<file path="config.mk">
export PLATFORM = sky130hd
export DESIGN_NAME = round_robin_distributor
export DESIGN_NICKNAME = d
export VERILOG_FILES = /design/src/rtl/round_robin_distributor.sv
export SDC_FILE = /design/constraint.sdc
export NUM_CORES = 1
export LEC_CHECK = 0
export BUFFER_PORTS_ARGS = -buffer_cell sky130_fd_sc_hd__buf_4
export CAP_MARGIN = 20
export CORE_ASPECT_RATIO = 0.9
export CORE_MARGIN = 1
export CORE_UTILIZATION = 49
export DETAILED_ROUTE_END_ITERATION = 7
export GPL_ROUTABILITY_DRIVEN = 0
export PLACE_DENSITY = 0.75
export RECOVER_POWER = 25
export SLEW_MARGIN = 30
export SYNTH_ARGS = -nofsm -noshare
export SYNTH_HDL_FRONTEND = slang
export SYNTH_SLANG_ARGS = --single-unit
export TNS_END_PERCENT = 100
</file>
<file path="constraint.sdc">
create_clock -name i_clk -period 2.2 [get_ports i_clk]
set_input_delay 0.22 -clock i_clk [delete_from_list [all_inputs] [get_ports i_clk]]
set_output_delay 0.22 -clock i_clk [all_outputs]
set_load 0.02 [all_outputs]
</file>
<file path="src/rtl/round_robin_distributor.sv">
// Buffered fan-out of one write stream to N downstream FIFO write ports.
// Words leave the buffer head one per cycle in round-robin channel order.
module round_robin_distributor #(
    parameter int N          = 4,
    parameter int DATA_WIDTH = 8,
    parameter int DEPTH      = 4,
    parameter int STRICT     = 0
) (
    input  logic                       i_clk,
    input  logic                       i_rst_n,
    input  logic                       i_write,
    input  logic [DATA_WIDTH-1:0]      i_wr_data,
    output logic                       o_wr_full,
    input  logic                       i_block_dist,
    input  logic [N-1:0]               i_wr_full,
    output logic [N-1:0]               o_write,
    output logic [DATA_WIDTH-1:0]      o_wr_data,
    output logic [$clog2(DEPTH):0]     o_count,
    output logic [$clog2(N)-1:0]       o_ptr
);

    localparam int AW = $clog2(DEPTH);
    localparam int PW = $clog2(N);
    localparam logic [PW:0]   LP_N    = (PW+1)'(N);
    localparam logic [PW-1:0] LP_LAST = PW'(N - 1);

    logic [DATA_WIDTH-1:0] r_mem [DEPTH];
    logic [AW:0]           r_wptr;
    logic [AW:0]           r_rptr;
    logic [PW-1:0]         r_ptr;

    logic                  w_empty;
    logic                  w_full;
    logic                  w_accept;
    logic                  w_disp;
    logic                  w_gnt_vld;
    logic [PW-1:0]         w_gnt;
    logic [PW:0]           w_c;

    assign w_empty  = (r_wptr == r_rptr);
    assign w_full   = (r_wptr[AW] != r_rptr[AW]) &&
                      (r_wptr[AW-1:0] == r_rptr[AW-1:0]);
    assign w_accept = i_write && !w_full;

    // Reverse scan so the last hit is the first non-full channel from r_ptr.
    always_comb begin
        w_gnt_vld = 1'b0;
        w_gnt     = r_ptr;
        w_c       = '0;
        if (STRICT != 0) begin
            w_gnt_vld = !i_wr_full[r_ptr];
        end else begin
            for (int k = N - 1; k >= 0; k--) begin
                w_c = {1'b0, r_ptr} + (PW+1)'(k);
                if (w_c >= LP_N) begin
                    w_c = w_c - LP_N;
                end
                if (!i_wr_full[w_c[PW-1:0]]) begin
                    w_gnt_vld = 1'b1;
                    w_gnt     = w_c[PW-1:0];
                end
            end
        end
    end

    assign w_disp    = !w_empty && !i_block_dist && w_gnt_vld;
    assign o_write   = w_disp ? (N'(1) << w_gnt) : '0;
    assign o_wr_data = r_mem[r_rptr[AW-1:0]];
    assign o_wr_full = w_full;
    assign o_count   = r_wptr - r_rptr;
    assign o_ptr     = r_ptr;

    always_ff @(posedge i_clk) begin
        if (w_accept) begin
            r_mem[r_wptr[AW-1:0]] <= i_wr_data;
        end
    end

    always_ff @(posedge i_clk or negedge i_rst_n) begin
        if (!i_rst_n) begin
            r_wptr <= '0;
            r_rptr <= '0;
            r_ptr  <= '0;
        end else begin
            if (w_accept) begin
                r_wptr <= r_wptr + 1'b1;
            end
            if (w_disp) begin
                r_rptr <= r_rptr + 1'b1;
                r_ptr  <= (w_gnt == LP_LAST) ? '0 : w_gnt + 1'b1;
            end
        end
    end

endmodule

</file>
After elaboration in Yosys (flattened, before gate mapping)
Memories as Yosys holds them, arrays and structs flattened. Cells that the tools add are included. Widths: inputs -> output; s select.

Add/subtract/negate cells: 11. Multipliers: 0. Divide/modulo/power cells: 0. Magnitude comparators: 8. Equal/unequal tests: 4. Shifts and indexed selects: 1. Multiplexer cells: 24. Bitwise gates (word level): 0. Reductions and logical operators: 7.

Operators with widths (count): $mux 2 (9); $lt 2x3->1 const B (4); $mux 1 (10); $ge 3x3->1 const B (3); $bmux 1 s2 (4); $sub 2x1->2 const B (4); $add 2x2->3 const B (2); $add 3x1->3 const B (2); $logic_and 1x1->1 (4); $mux 4 (1); $shl 1x2->4 const A (1); $add 2x1->3 const B (1); $eq 3x3->1 (1); $ge 2x3->1 const B (1); $logic_not 1->1 (3); $sub 3x3->3 (1); $add 2x1->2 const B (1); $eq 2x2->1 (1); $eq 2x2->1 const B (1); $ne 1x1->1 (1).

Register bits after elaboration: 8. Bits in latches: 0. Memory bits (writable): 32. Memory bits (read-only): 0. Input port bits: 16. Logic and storage cells: 59. Memories: 1.

Memories: r_mem (depth 4, width 8, read ports 1, clocked after memory_dff 0, wr ports 1, RTL line 27) `logic [DATA_WIDTH-1:0] r_mem [DEPTH];`.

Depth between registers and ports, before layout
Depth in word-level cells: 11. Depth in mapped cells: 8.

Least setup slack after synthesis
OpenSTA, ideal clock, no wires.

Path kind: flip-flop to flip-flop. From: register r_rptr[1]. To: memory r_mem[3][0], enable pin. Arrival: 1.791 ns. Setup slack: 0.069 ns. Stages on the path, launching flop included: 7. Buffers on the path: 1. Cells stage by stage: dfrtp_1 > clkbuf_1 > inv_1 > ha_1 > and2_1 > a21boi_2 > and2_1.

Cells in the longest elaborated chain, start to end: 6.

RTL lines: start: declaration (RTL line 29) `logic [AW:0] r_rptr;`; start signal: assignment (RTL line 89) `r_rptr <= r_rptr + 1'b1;`; $eq 2x2->1 (RTL line 42) `(r_wptr[AW-1:0] == r_rptr[AW-1:0]);`; $logic_and 1x1->1 (RTL line 41) `assign w_full = (r_wptr[AW] != r_rptr[AW]) &&`; $logic_not 1->1 (RTL line 43) `assign w_accept = i_write && !w_full;`; $logic_and 1x1->1 (RTL line 43); $mux 1 (RTL line 74) `if (w_accept) begin`; $mux 1 (implied by the code) (RTL line 75) `r_mem[r_wptr[AW-1:0]] <= i_wr_data;`; end: declaration (RTL line 27).

No other way between the ends.

Final worst setup path
From: register r_ptr[1], in the netlist o_ptr[1]. To: output o_write[2].

Cells in the longest elaborated chain, start to end: 11. Elaborated cells on any way between the ends: 34.

RTL lines: start: declaration (RTL line 30) `logic [PW-1:0] r_ptr;`; start signal: assignment (RTL line 90) `r_ptr <= (w_gnt == LP_LAST) ? '0 : w_gnt + 1'b1;`; $add 2x2->3 (RTL line 54) `w_c = {1'b0, r_ptr} + (PW+1)'(k);`; $ge 3x3->1 or $sub 2x1->2 (tied branches) (RTL line 55, 56); $mux 2 (RTL line 55) `if (w_c >= LP_N) begin`; $bmux 1 s2 (RTL line 58) `if (!i_wr_full[w_c[PW-1:0]]) begin`; $mux 1 (implied by the code) (RTL line 58); $mux 2 or $mux 1 (tied branches) (4 in a row) (RTL line 58); $shl 1x2->4 or $logic_and 1x1->1 (tied branches) (RTL line 67, 66); $mux 4 (*) (RTL line 67) `assign o_write = w_disp ? (N'(1) << w_gnt) : '0;`; end: declaration (RTL line 16) `output logic [N-1:0] o_write,`.

Mark *: on every way between the ends. The rest lies on a longest branch, timed or not. The select of a mux whose other input is x is not followed.

==> metrics.txt <==
status complete, no violations; Final WS setup 0.145 ns; placed insts 189; Max Cap Viol 0; CTS tree yes; max-slew violations 0; Avg Inst Size Synth 16.3 um^2; maximum root-to-sink buffer count 2; # setup viols final 0; Die Span Y 60.0 um; NumNets Final 183; GRT Util Overall 19.1%; Design Area, Final 2210 um^2; Clock Root Buffer clkbuf_8; FMAX 487 MHz; min-delay worst type in2reg; CTS H-tree lvls 2; post-route ant nets 0; vias per inst 5.26; fillcell total 261; Num CTS Buffers 5; Layout area overhead 20.9%; Die Footprint 3980 um^2; #FFs+latches synth 40; Detailed Place HPWL 2300 um; critical-path cell list nor2b_1 -> o21ai_1 -> a221oi_2 -> buf_4 -> inv_1 -> ha_1 -> and2_1 -> buf_4; met2 Usage GRT 30.8%; grt total ovfl 0; Initial Util 52.6%; post-synthesis cell area 1830 um^2; Critical Path AT 1.83 ns; Final Cycle Share 93.4%; Yosys cell types 28; met3 Use GR 4.77%; Critical Path Source Type register; area leader, netlist edfxtp_1; drt first pass iters 4; DIE WIDTH 66.4 um; net count after synthesis 140; Tot Pwr 3.29 mW; vias in the first global route 1,090; IO Port Bufs 33; WL per Instance 15.9 um; GRT busiest layer met2; critical path's top delay family flip-flops; GR Util met1 24.5%; most used cell along the critical path buf_4; clk_skew 0.00590 ns; # DRC 0; Leak Pwr 0.870 nW; initial DRC count 24; Placed Area 2140 um^2; initial antenna violation count 0; non-filler cells, final 200; final setup TNS 0 ns; buffer and inverter count on the worst path 3; first-pass GRT wire length 5220 um; Worst Path Class, Setup reg2out; # IOs 34; ANT cells 0; minimum clock period 2.05 ns; CP Max Fanout 7; Worst-Margin Slew 0.475 ns; Ys Warns 0; sequential share of the synthesized area 63.4%; pin count of the biggest net entering global routing 13; CP Capture Type primary output; core area 3480 um^2; Detailed Route WL 3190 um; Cell Rows 20; clk slew on worst S/H paths 0.07 ns; power per cell area 1490 nW/um^2; ranking of synthesized cells by area edfxtp_1 52%, dfrtp_1 11%, mux4_2 9.8%, ha_1 7.5%, and2_1 3.4%; post-place setup slack 0.187 ns; clock latency at the later pin of the worst-skew pair 0.29 ns; Layout Utilization 63.6%; Gate Count Post-Synth 112; vias 1,051; WHS 0.193 ns; Yosys top cell area share 52.5%; slew margin rel. 68.3%; clock sink count 40; Peak VDD IR 1.23 mV; Required @ worst endpoint 1.98 ns; Hold Violations, Final 0; layout cell share with drive strength beyond 1 31.4%; RSZ-0062 raised after global routing false; Crit path largest cell delay 0.42 ns; crit path max-delay cell type dfrtp_2
[layer usage]
layer / vias to the layer above / part of all wire [%] / routed length, um
li1: 502 / - / -
met1: 512 / 45 / 1430
met2: 29 / 49 / 1570
met3: 8 / 4.1 / 132
met4: 0 / 1.8 / 57
met5: - / 0 / 0
[path summary, 6_finish.rpt]
path | start | depth (start not counted) | end | slack (ns)
min in group asynchronous | i_rst_n | 2 | r_wptr[0]$_DFFE_PN0P_ | 0.27
worst min register to register | r_wptr[2]$_DFFE_PN0P_ | 1 | r_wptr[2]$_DFFE_PN0P_ | 0.53
worst max register to register | r_wptr[0]$_DFFE_PN0P_ | 5 | r_mem[1][3]$_DFFE_PP_ | 0.15
worst max-delay path | o_ptr[1]$_DFFE_PN0P_ | 8 | o_write[2] | 0.15
worst min-delay path | i_wr_data[4] | 1 | r_mem[3][4]$_DFFE_PP_ | 0.19
max in group asynchronous | i_rst_n | 2 | o_ptr[1]$_DFFE_PN0P_ | 1.78
[report_power, final]
group | switching, mW | internal (mW) | leakage (nW)
logic | 0.912 | 0.756 | 0.441
registers | 0.115 | 1.05 | 0.386
clock network | 0.240 | 0.222 | 0.0422
[what timing repair did]
| action | in CTS | in global routing |
|---|---|---|
| hold buffers | 1 | 0 |
| setup endpoints to repair | 2 | 2 |
| hold endpoints to repair | 8 | 0 |
| gates resized for setup | 1 | 0 |
| buffers inserted | 0 | 2 |
| pin swaps | 1 | 1 |
[flip-flops by register name (all words and copies together), names as in the netlist]
name and count:
r_mem 32, r_rptr 3, r_wptr 3, o_ptr 2
[cell families after synthesis]
group                    synth area share (%)
multiplexers                             10.5
adder cells (fa/ha/maj)                  8.61
buffers and inverters                    2.32
AND/OR/NAND/NOR                          5.74
flip-flops                               63.4
AO/OA/AOI/OAI                            6.15
XOR/XNOR                                 3.28
[placed cells by master (no fill, tap or decap), types with 4 or more instances in the layout]
master	n
edfxtp_1	32
buf_4	30
ha_1	11
and2_1	10
clkbuf_1	10
mux4_2	8
dfrtp_1	7
nand2_1	6
inv_1	6
clkbuf_8	5
o21ai_0	4
[cell type report]
cell class / count / area [um^2] / share of cell area, %
Tap cell: 44 / 55.1 / 2.49
Sequential cell: 40 / 1160 / 52.5
Clock inverter: 1 / 5.00 / 0.226
Clock buffer: 7 / 76.3 / 3.45
Multi-Input combinational cell: 63 / 627 / 28.3
Inverter: 6 / 22.5 / 1.02
Timing Repair Buffer: 39 / 265 / 12.0
[cells in the mapped netlist]
cell type and instances:
a221oi_2 1, mux2_1 1, nand2b_1 1, a21oi_1 2
nand2_1 6, a2bb2oi_1 1, inv_1 6, buf_6 1
ha_1 11, xor2_2 1, buf_2 1, a21boi_1 1
o21ai_1 3, fa_1 1, and2_1 10, mux4_2 8
a21o_1 1, a41oi_1 1, nor2b_1 1, xnor2_1 3
xor2_1 2, a21boi_2 1, edfxtp_1 32, o21a_2 1
clkbuf_1 1, o21ai_0 4, nor2_1 2, dfrtp_1 8
Power figures use the tool's default switching activity.
